--- config.mk ---
export PLATFORM = sky130hd
export DESIGN_NAME = countdown_timer_flat
export DESIGN_NICKNAME = d
export VERILOG_FILES = /design/src/rtl/countdown_timer_if.sv /design/src/rtl/countdown_timer.sv /design/src/flat_wrapper.sv
export SDC_FILE = /design/constraint.sdc
export NUM_CORES = 1
export LEC_CHECK = 0
export CELL_PAD_IN_SITES_DETAIL_PLACEMENT = 2
export CELL_PAD_IN_SITES_GLOBAL_PLACEMENT = 2
export CORE_MARGIN = 5
export CORE_UTILIZATION = 38
export DETAILED_ROUTE_END_ITERATION = 6
export HOLD_SLACK_MARGIN = 0.06
export PLACE_DENSITY_LB_ADDON = 0.1
export SETUP_SLACK_MARGIN = 0.4
export SYNTH_ARGS = -nofsm -noshare
export SYNTH_HDL_FRONTEND = slang
export SYNTH_SLANG_ARGS = --single-unit
--- constraint.sdc ---
create_clock -name iClk -period 6.3 [get_ports iClk]
set_clock_uncertainty 0.1 [all_clocks]
set_input_delay 0.945 -clock iClk [delete_from_list [all_inputs] [get_ports iClk]]
set_output_delay 0.945 -clock iClk [all_outputs]
set_load 0.01 [all_outputs]
--- src/rtl/countdown_timer_if.sv ---
// Control/status bundle between a countdown_timer and whatever drives it.
// Latency: none, wires only.
// Backpressure: none; every signal is level-sampled on each system clock.
interface countdown_timer_if #(
   parameter int WIDTH = 4
);
   logic             iLoad;
   logic [WIDTH-1:0] iLoadVal;
   logic             iStart;
   logic             iPause;
   logic [WIDTH-1:0] oCount;
   logic             oTick1Hz;
   logic             oBusy;
   logic             oDone;

   // Timer side
   modport slave (
      input  iLoad, iLoadVal, iStart, iPause,
      output oCount, oTick1Hz, oBusy, oDone
   );

   // Controller side
   modport master (
      output iLoad, iLoadVal, iStart, iPause,
      input  oCount, oTick1Hz, oBusy, oDone
   );
endinterface

--- src/rtl/countdown_timer.sv ---
// Down-counting 1 Hz timer with an internal clock-enable divider; counts a loaded value to zero.
// Latency: iStart at edge n -> RUN from cycle n+1; first tick CLK_FREQ cycles after entering RUN.
// Backpressure: none; controls are level-sampled each cycle with priority iLoad > tick > iPause > iStart.
module countdown_timer #(
   parameter int CLK_FREQ = 50000000,   // system clock cycles per second, must be >= 2
   parameter int WIDTH    = 4
) (
   input  logic              iClk,
   input  logic              iRst_n,
   countdown_timer_if.slave  bus
);

   localparam int                DIV_W   = $clog2(CLK_FREQ);
   localparam logic [DIV_W-1:0]  DIV_MAX = DIV_W'(CLK_FREQ - 1);
   localparam logic [WIDTH-1:0]  ONE     = WIDTH'(1);

   typedef enum logic [1:0] {
      IDLE  = 2'd0,
      RUN   = 2'd1,
      PAUSE = 2'd2,
      DONE  = 2'd3
   } state_t;

   state_t           state;
   logic [DIV_W-1:0] divCnt;
   logic [WIDTH-1:0] count;
   logic             tick;

   // The one-second strobe exists only while actually running; PAUSE holds divCnt so it cannot fire.
   assign tick = (state == RUN) && (divCnt == DIV_MAX);

   // Single state machine owning state, divider and count so their updates stay in lock-step.
   always_ff @(posedge iClk or negedge iRst_n) begin
      if (!iRst_n) begin
         state  <= IDLE;
         divCnt <= '0;
         count  <= '0;
      end else if (bus.iLoad) begin
         // Load aborts whatever is going on, with no done pulse.
         state  <= IDLE;
         divCnt <= '0;
         count  <= bus.iLoadVal;
      end else begin
         case (state)
            IDLE: begin
               divCnt <= '0;
               if (bus.iStart) begin
                  // A zero start value has nothing to count, so report done straight away.
                  state <= (count == '0) ? DONE : RUN;
               end
            end

            RUN: begin
               if (tick) begin
                  divCnt <= '0;
                  if (count <= ONE) begin
                     // Reaching zero beats a simultaneous pause; <= keeps count from wrapping.
                     count <= '0;
                     state <= DONE;
                  end else begin
                     count <= count - ONE;
                     if (bus.iPause) begin
                        state <= PAUSE;
                     end
                  end
               end else if (bus.iPause) begin
                  // Freeze divider and count exactly where they are.
                  state <= PAUSE;
               end else begin
                  divCnt <= divCnt + DIV_W'(1);
               end
            end

            PAUSE: begin
               // Resume only on a clean start; divCnt is held so the partial second is kept.
               if (bus.iStart && !bus.iPause) begin
                  state <= RUN;
               end
            end

            DONE: begin
               divCnt <= '0;
               state  <= IDLE;
            end

            default: begin
               state  <= IDLE;
               divCnt <= '0;
            end
         endcase
      end
   end

   assign bus.oCount   = count;
   assign bus.oTick1Hz = tick;
   assign bus.oBusy    = (state == RUN) || (state == PAUSE);
   assign bus.oDone    = (state == DONE);

endmodule
--- src/flat_wrapper.sv ---
// flat-port wrapper written by rule: the top's interface ports become plain ports
module countdown_timer_flat 
#(
   parameter int CLK_FREQ = 50000000,                                                  
   parameter int WIDTH    = 4
)
  (iClk, iRst_n, bus_iLoad, bus_iLoadVal, bus_iStart, bus_iPause, bus_oCount, bus_oTick1Hz, bus_oBusy, bus_oDone);
  countdown_timer_if #(.WIDTH(WIDTH)) bus_i ();
  input  logic iClk;
  input  logic iRst_n;
  input wire logic [$bits(bus_i.iLoad)-1:0] bus_iLoad;
  input wire logic [$bits(bus_i.iLoadVal)-1:0] bus_iLoadVal;
  input wire logic [$bits(bus_i.iStart)-1:0] bus_iStart;
  input wire logic [$bits(bus_i.iPause)-1:0] bus_iPause;
  output wire logic [$bits(bus_i.oCount)-1:0] bus_oCount;
  output wire logic [$bits(bus_i.oTick1Hz)-1:0] bus_oTick1Hz;
  output wire logic [$bits(bus_i.oBusy)-1:0] bus_oBusy;
  output wire logic [$bits(bus_i.oDone)-1:0] bus_oDone;
  assign bus_i.iLoad = bus_iLoad;
  assign bus_i.iLoadVal = bus_iLoadVal;
  assign bus_i.iStart = bus_iStart;
  assign bus_i.iPause = bus_iPause;
  assign bus_oCount = bus_i.oCount;
  assign bus_oTick1Hz = bus_i.oTick1Hz;
  assign bus_oBusy = bus_i.oBusy;
  assign bus_oDone = bus_i.oDone;
  countdown_timer #(.CLK_FREQ(CLK_FREQ), .WIDTH(WIDTH)) u_core (.iClk(iClk), .iRst_n(iRst_n), .bus(bus_i));
endmodule
Word level (Yosys, flattened, before mapping)
Cells that the tools add are included.
{"block": "word_totals", "word_cells": 42, "out_inout_bits": 7, "in_bits": 9, "regBits": 32}
{"block": "op_classes", "addsub": 2, "magnitude_cmp": 1, "mux": 16, "reduce_logical": 13, "eq_ne": 7}
{"op": "$mux 26", "count": 3}
{"op": "$pmux 26 s2", "count": 1}
{"op": "$add 26x1->26 const B", "count": 1}
{"op": "$eq 26x26->1 const B", "count": 1}
{"op": "$mux 4", "count": 4}
{"op": "$mux 2", "count": 7}
{"op": "$pmux 2 s4", "count": 1}
{"op": "$reduce_and 2->1", "count": 3}
{"op": "$eq 2x2->1 const B", "count": 2}
{"op": "$le 4x1->1 const B", "count": 1}
{"op": "$logic_not 4->1", "count": 1}
{"op": "$ne 4x4->1 const B", "count": 1}
{"op": "$reduce_bool 2->1", "count": 2}
{"op": "$sub 4x1->4 const B", "count": 1}
{"op": "$ne 3x2->1 const B", "count": 1}
{"op": "$ne 3x3->1 const B", "count": 1}
{"op": "$reduce_bool 3->1", "count": 1}
{"op": "$eq 2x1->1 const B", "count": 1}
{"op": "$logic_and 1x1->1", "count": 2}
{"op": "$logic_not 2->1", "count": 1}
{"op": "$reduce_or 2->1", "count": 1}
{"op": "$logic_not 1->1", "count": 1}
{"op": "$logic_or 1x1->1", "count": 1}

Logic depth before layout (Yosys ltp)
Gate-level depths: netlist of run 1.
{"block": "logic_depth", "depth_word": 5, "ltp_mapped": 11, "mapped_depth_nobuf": 7}

Worst setup path after synthesis of run 1
OpenSTA, ideal clock, no wires.
{"block": "synth_path", "path_kind": "register -> output", "start": "register u_core.state[1]", "end": "output port bus_oTick1Hz", "path_stages_with_launch": 8, "path_buffers": 2, "slack_ns": 3.666, "required_time_ns": 5.255, "t_arrival_ns": 1.589, "path_cell_list": "dfrtp_1 -> inv_1 -> ha_1 -> nor4bb_1 -> and4_1 -> clkbuf_1 -> and2_1 -> buf_2"}
{"block": "synth_between", "elab_chain_len": 2}
{"item": "start, declared", "line_no": "countdown_timer.sv:24", "source": "state_t state;"}
{"item": "start signal, assigned", "line_no": "countdown_timer.sv:49", "source": "state <= (count == '0) ? DONE : RUN;"}
{"item": "$eq 2x1->1", "line_no": "countdown_timer.sv:30", "source": "assign tick = (state == RUN) && (divCnt == DIV_MAX);"}
{"item": "$logic_and 1x1->1", "line_no": "countdown_timer.sv:30"}
{"item": "end, declared", "line_no": "flat_wrapper.sv:16", "source": "output wire logic [$bits(bus_i.oTick1Hz)-1:0] bus_oTick1Hz;"}
No other way between the ends.

Final worst setup path of run 1
Same ends and word-level chain as after synthesis.

==> results of run 1 <==
==> cell families after synthesis <==
| family | after synthesis | share of synthesized area (%) |
|---|---|---|
| flip-flops | 32 | 40.13 |
| AO/OA/AOI/OAI | 67 | 18.87 |
| multiplexers | 4 | 2.069 |
| adder cells (fa/ha/maj) | 7 | 4.389 |
| AND/OR/NAND/NOR | 101 | 29.59 |
| buffers and inverters | 19 | 4.953 |
==> registers in the layout (all words and copies together) (netlist names) <==
register,flops
u_core.bus.oCount,4
u_core.divCnt,26
u_core.state,2
==> per-layer routing <==
metal | share of wire, % | vias to the layer above
li1 | - | 874
met1 | 46 | 931
met2 | 50 | 17
met3 | 2.4 | 9
met4 | 1.6 | 0
met5 | 0 | -
==> Yosys cell counts (2+ instances only) <==
cell      number
dfrtp_1       32
a21oi_1       31
o21ai_0       23
or3_1         21
nand2_1       16
nand3_1       16
nor2_1        11
inv_1          8
ha_1           7
or4_1          6
nor3_1         5
o31ai_1        5
buf_2          4
clkbuf_1       4
nand4_1        4
or2_2          4
and4_1         3
buf_6          3
mux2i_1        3
nor2b_1        3
and2_1         2
and3_1         2
nand2b_1       2
==> area by class of cell <==
cell class                 instances  area, sq um  area share (%)
clock buffer                       7        96.34           4.219
inverter                           8        30.03           1.315
multi-input combinational        179         1104           48.33
sequential                        32        800.8           35.07
tap                               70        87.58           3.836
timing repair buffer              17        165.2           7.233
==> critical path, stage by stage, from the launching register on <==
cell,delay [ps]
dfrtp_1,450
inv_1,120
ha_1,260
nor4bb_1,220
and4_1,390
and2_1,380
clkdlybuf4s50_1,620
==> metrics by stage <==
stage	hold WS, ps	area (sq um)
after floorplan	404.4	1996
after global routing	502.9	2283
after CTS	462.6	2283
final	465.4	2283
after detailed placement	446.0	2187
after global placement	437.5	2187
==> worst paths after layout <==
kind / start / endpoint / slack (ps) / cells after the start
min in group asynchronous: iRst_n / u_core.divCnt[15] / 970 / 2
worst min register to register: u_core.divCnt[25] / u_core.divCnt[25] / 470 / 2
worst min-delay path: u_core.divCnt[25] / u_core.divCnt[25] / 470 / 2
worst max register to register: u_core.state[1] / u_core.state[1] / 3560 / 7
worst max-delay path: u_core.state[1] / bus_oTick1Hz / 2520 / 6
max in group asynchronous: iRst_n / u_core.divCnt[8] / 4810 / 2
==> power breakdown <==
| part | total, mW | switching (mW) | internal, mW |
|---|---|---|---|
| combinational | 0.254 | 0.165 | 0.0892 |
| sequential | 0.234 | 0.0158 | 0.218 |
| clock | 0.173 | 0.0757 | 0.0972 |
| total | 0.661 | 0.257 | 0.405 |
==> cells in the final DEF, fill, tap and decap left out, types with 2 or more instances in the layout <==
master and instances:
nor3_1 5, clkbuf_8 7, o31ai_1 5, nor2b_1 3
a21oi_1 31, or4_1 6, nand4_1 4, and2_1 2
o21ai_0 23, inv_1 8, nor2_1 11, nand2b_1 2
or3_1 21, or2_2 4, nand2_1 16, nand3_1 16
dfrtp_1 32, and3_1 2, mux2i_1 3, and4_1 3
ha_1 7, clkdlybuf4s50_1 15, buf_4 2
==> summary.md, run 1 <==
| Metric | Value |
|---|---|
| Status | finished clean |
| Initial core utilization | 39.07% |
| Final Setup Violations | 0 |
| Final hold violation count | 0 |
| CP Data Required Time | 5250 ps |
| Total routed wirelength | 5991 um |
| Share of post-route cells with drive strength above 1 | around 7.0% |
| Port Buf Inserts | 15 |
| Router iterations before antenna repair | 4 |
| Layout area overhead | 14.42% |
| Part of the cycle the worst path needs | between 60% and 70% |
| Final-layout fill cell count | between 500 and 600 |
| Post-synth cell types | 38 |
| Post-synth EDFFs | 0 |
| CTS tree | built |
| Synthesized Nets | ~250 |
| Height of the die | 82.47 um |
| Number of I/O pins | 16 |
| Hold Buf Count CTS | 0 |
| Min Tclk post-route | around 3800 ps |
| Initial DRC count | 46 |
| Final-stage net count | between 200 and 300 |
| First-pass GRT wire length | about 10,000 um |
| Pre-CTS setup slack | about 2800 ps |
| N_diodes | 0 |
| Initial antenna violation count | 0 |
| Measured slew at the worst slew-check pin | around 950 ps |
| TritonCTS Sinks | 32 |
| Kind of critical path | register to primary output |
| Final Slew Violations | 0 |
| Die Wd | 82.47 um |
| Clock buffer depth | 2 |
| Post-CTS sizing | 0 |
| Ranking of synthesized cells by area | dfrtp_1 (40%), a21oi_1 (7.8%), or3_1 (6.6%) |
| CTS Root Cell | clkbuf_8 |
| Number of CTS-inserted buffers | 5 |
| # rows | 26 |
| Via density | between 5 and 6 |
| Inst Count DP | approximately 310 |
| Grt peak-use layer | met2 |
| Grt total ovfl | 0 |
| FFs w/ async S/R, synth | 100.0% |
| CP arrival | roughly 2700 ps |
| Leading area contributor after synthesis | dfrtp_1 |
| DP Wirelength | about 4200 um |
| GP Congestion | between 0.8 and 0.9 |
| Die ar. | a little under 0.007 sq mm |
| Power per cell area | 289.6 mW/mm^2 |
| Warnings, synthesis | 0 |
| Seq/Total Area, Yosys | approximately 40% |
| Largest net degree at the start of global routing | 48 |
| VDD IR max | around 0.19 mV |
| Slew headroom | between 30% and 40% |
| Met2 Use GR | 33.65% |
| Leakage | around 0.85 nW |
| Grt met3 use | ~4.4% |
| Clk Latency, worst-skew pair | 290 ps |
| Setup TNS | 0 ps |
| Netlist Area Pre-Place | 0.001996 sq mm |
| M1 GR Usage | between 20% and 30% |
| Post-CTS setup buffer count | 0 |
| Post-synthesis register bit count | 32 |
| Area share of the largest cell type after synthesis | roughly two fifths |
| Power, Total | roughly 660 uW |
| DRC Markers | 0 |
| WL per Instance | around 19 um |
| Vias in the first global route | 2,046 |
| H-tree depth | 2 |
| Maxcap violations | 0 |
| GRT Util Overall | 20.37% |
| Final setup margin | 2519 ps |
| Core ar. | between 0.005 and 0.006 sq mm |
| Synth Instances | 230 |
| Syn avg cell area | 8.677 sq um |
| Utilization after layout | between 40% and 50% |
| Synth Flop Type | dfrtp_1 |
| Post-route ant nets | 0 |
| Clock slew at reported path FFs | 70 ps |
| Via count | between 1,500 and 2,000 |
| Hold Path Class | register to register |
| Worst Path Max Fanout | 9 |
| Worst Setup End Kind | primary output |
| Non-Filler Instances | approximately 310 |
| RSZ-0062 raised after global routing | false |
| CP startpoint kind | register |
| Fmax | 264.5 MHz |
(Power assumes the default switching activity.)
==> run 2, diff against run 1 <==
- CORE_UTILIZATION: 38 -> 35
- clock period: 6.3 -> 3.6 ns (I/O delays scaled with it)
==> summary.md, run 2 (synthesis results as in run 1) <==
| Metric | Value |
|---|---|
| Hold Path Class | register to register |
| Multi-input gate area | 0.001109 sq mm (+0.45%) |
| Initial antenna violation count | 0 (unchanged) |
| Top layer in use | met4 |
| CTS tree | built |
| Kind of critical path | register to primary output |
| CP startpoint kind | register |
| Slowest CP cell | clkdlybuf4s50_1 |
| Metal2 WL | 2986 um (-0.70%) |
| Power per cell area | 485.8 mW/mm^2 (+68%) |
| DRC Markers | 0 (unchanged) |
| Port Buf Inserts | 15 (unchanged) |
| Fin area | 0.002272 sq mm (-0.49%) |
| Initial DRC count | 62 (+35%) |
| Final Setup Violations | 0 (unchanged) |
| Most common cell after layout, fill and taps aside | dfrtp_1 |
| Via count | 1,838 (+0.38%) |
| # rows | 27 (+3.8%) |
| VDD IR max | 0.2939 mV (+56%) |
| Final-stage net count | 259 (unchanged) |
| Grt total ovfl | 0 (unchanged) |
| Flop-to-flop setup slack | 990 ps (-2570 ps) |
| Worst Setup End Kind | primary output |
| DP Wirelength | 4109 um (-2.8%) |
| GP Congestion | 0.7863 (-6.4%) |
| CP Data Required Time | 2960 ps (-2290 ps) |
| Vias in the first global route | 2,016 (-1.5%) |
| TritonCTS Sinks | 32 (unchanged) |
| CTS Root Cell | clkbuf_8 |
| Part of the cycle the worst path needs | between 80% and 90% |
| Measured slew at the worst slew-check pin | 1045 ps (+96.26 ps) |
| Final hold violation count | 0 (unchanged) |
| Die ar. | 0.007312 sq mm (+7.5%) |
| Largest net degree at the start of global routing | 48 (unchanged) |
| Initial core utilization | 36.02% (-3.1 points) |
| Post-route ant nets | 0 (unchanged) |
| Hold Buf Count CTS | 0 (unchanged) |
| First-pass GRT wire length | 9680 um (-7.0%) |
| Clk Latency, worst-skew pair | 290 ps (about the same) |
| Final-layout fill cell count | 634 (+8.6%) |
| H-tree depth | 2 (unchanged) |
| Total routed wirelength | 5680 um (-5.2%) |
| Status | finished clean |
| Largest reg by FF count | u_core.divCnt |
| Storage element area | 800.8 sq um (unchanged) |
| Height of the die | 85.51 um (+3.7%) |
| CP arrival | 2380 ps (-360 ps) |
| N_diodes | 0 (unchanged) |
| Placed Area | 0.002190 sq mm (+0.11%) |
| Min Tclk post-route | between 3000 and 4000 ps |
| Leakage | 0.8437 nW (-0.85%) |
| Layout area overhead | 13.86% |
| Die Wd | 85.51 um (+3.7%) |
| Via density | 5.835 (-0.26%) |
| Slew headroom | 29.81% (-6.5 points) |
| WL per Instance | 18.03 um (-5.8%) |
| Setup TNS | 0 ps (unchanged) |
| Largest register FFs | 26 (unchanged) |
| Worst Path Max Fanout | 9 (unchanged) |
| Final Slew Violations | 0 (unchanged) |
| Met3 WL | 135 um (-7.5%) |
| Most frequent cells in the layout | dfrtp_1 (32), a21oi_1 (31), o21ai_0 (23), or3_1 (21) |
| Number of I/O pins | 16 (unchanged) |
| Number of CTS-inserted buffers | 5 (unchanged) |
| Share of post-route cells with drive strength above 1 | 7.407% (+0.41 points) |
| Fmax | 330.9 MHz |
| Router iterations before antenna repair | 4 (unchanged) |
| GRT Util Overall | 16.85% (-3.5 points) |
| RSZ-0062 raised after global routing | false |
| Crit-path cells | ha_1 -> nand2_1 -> nor4_4 -> and2_4 -> clkdlybuf4s50_1 |
| DRT met1 WL | 2446 um (-11%) |
| Delay of the slowest critical-path stage | 550 ps (-70 ps) |
| Clock slew at reported path FFs | 60 ps (about the same) |
| Maxcap violations | 0 (unchanged) |
| Clock buffer depth | 2 (unchanged) |
| Core ar. | 0.005540 sq mm (+8.5%) |
run 2: path summary, 6_finish.rpt:
check	start	cells past startpoint	endpoint
min in group asynchronous	iRst_n	2	u_core.divCnt[15]
max reg2reg	u_core.state[0]	7	u_core.divCnt[23]
min	u_core.divCnt[14]	2	u_core.divCnt[14]
max	u_core.divCnt[0]	5	bus_oTick1Hz
max in group asynchronous	iRst_n	2	u_core.bus.oCount[0]
min reg2reg	u_core.divCnt[14]	2	u_core.divCnt[14]
run 2: layer usage:
layer | up-vias | GRT usage (%)
met4 | 0 | 7.482
met2 | 29 | 31.50
met5 | - | 0
met3 | 9 | 2.882
met1 | 927 | 18.46
li1 | 873 | -
run 2: cell type report:
cell class / count / share of cell area, %
sequential: 32 / 35.24
clock inverter: 1 / 0.2203
timing repair buffer: 17 / 7.269
clock buffer: 6 / 3.194
multi-input combinational: 179 / 48.79
inverter: 8 / 1.322
tap: 72 / 3.965
run 2: what timing repair did:
item / 4_1_cts / 5_1_grt
setup buffers: 0 / 0
setup endpoints to repair: 1 / 1
resized for setup: 1 / 3
pin swaps: 0 / 0
run 2: power breakdown:
| part | switching (mW) | internal [mW] |
|---|---|---|
| logic | 0.277 | 0.155 |
| registers | 0.0254 | 0.382 |
| clock network | 0.132 | 0.131 |
run 2: through the flow:
stage          instances  worst slack, ps  hold WS (ps)  power [mW]  utilization, %
3_3_place_gp         308            693.6         424.0      0.8411           39.52
4_1_cts              315            405.9         466.5       1.132           40.94
3_5_place_dp         308            631.7         441.7      0.8559           39.52
6_report             315            578.0         461.1       1.104           41.01
2_1_floorplan        230             1264         144.4      0.7321               -
5_1_grt              315            392.1         495.3       1.190           41.01
run 2: critical path, delay by kind of cell (launching register included):
family	cells	cell delay [ps]
buf+inv	1	550
simple gates	3	950
flops	1	380
fa+ha+maj	1	210
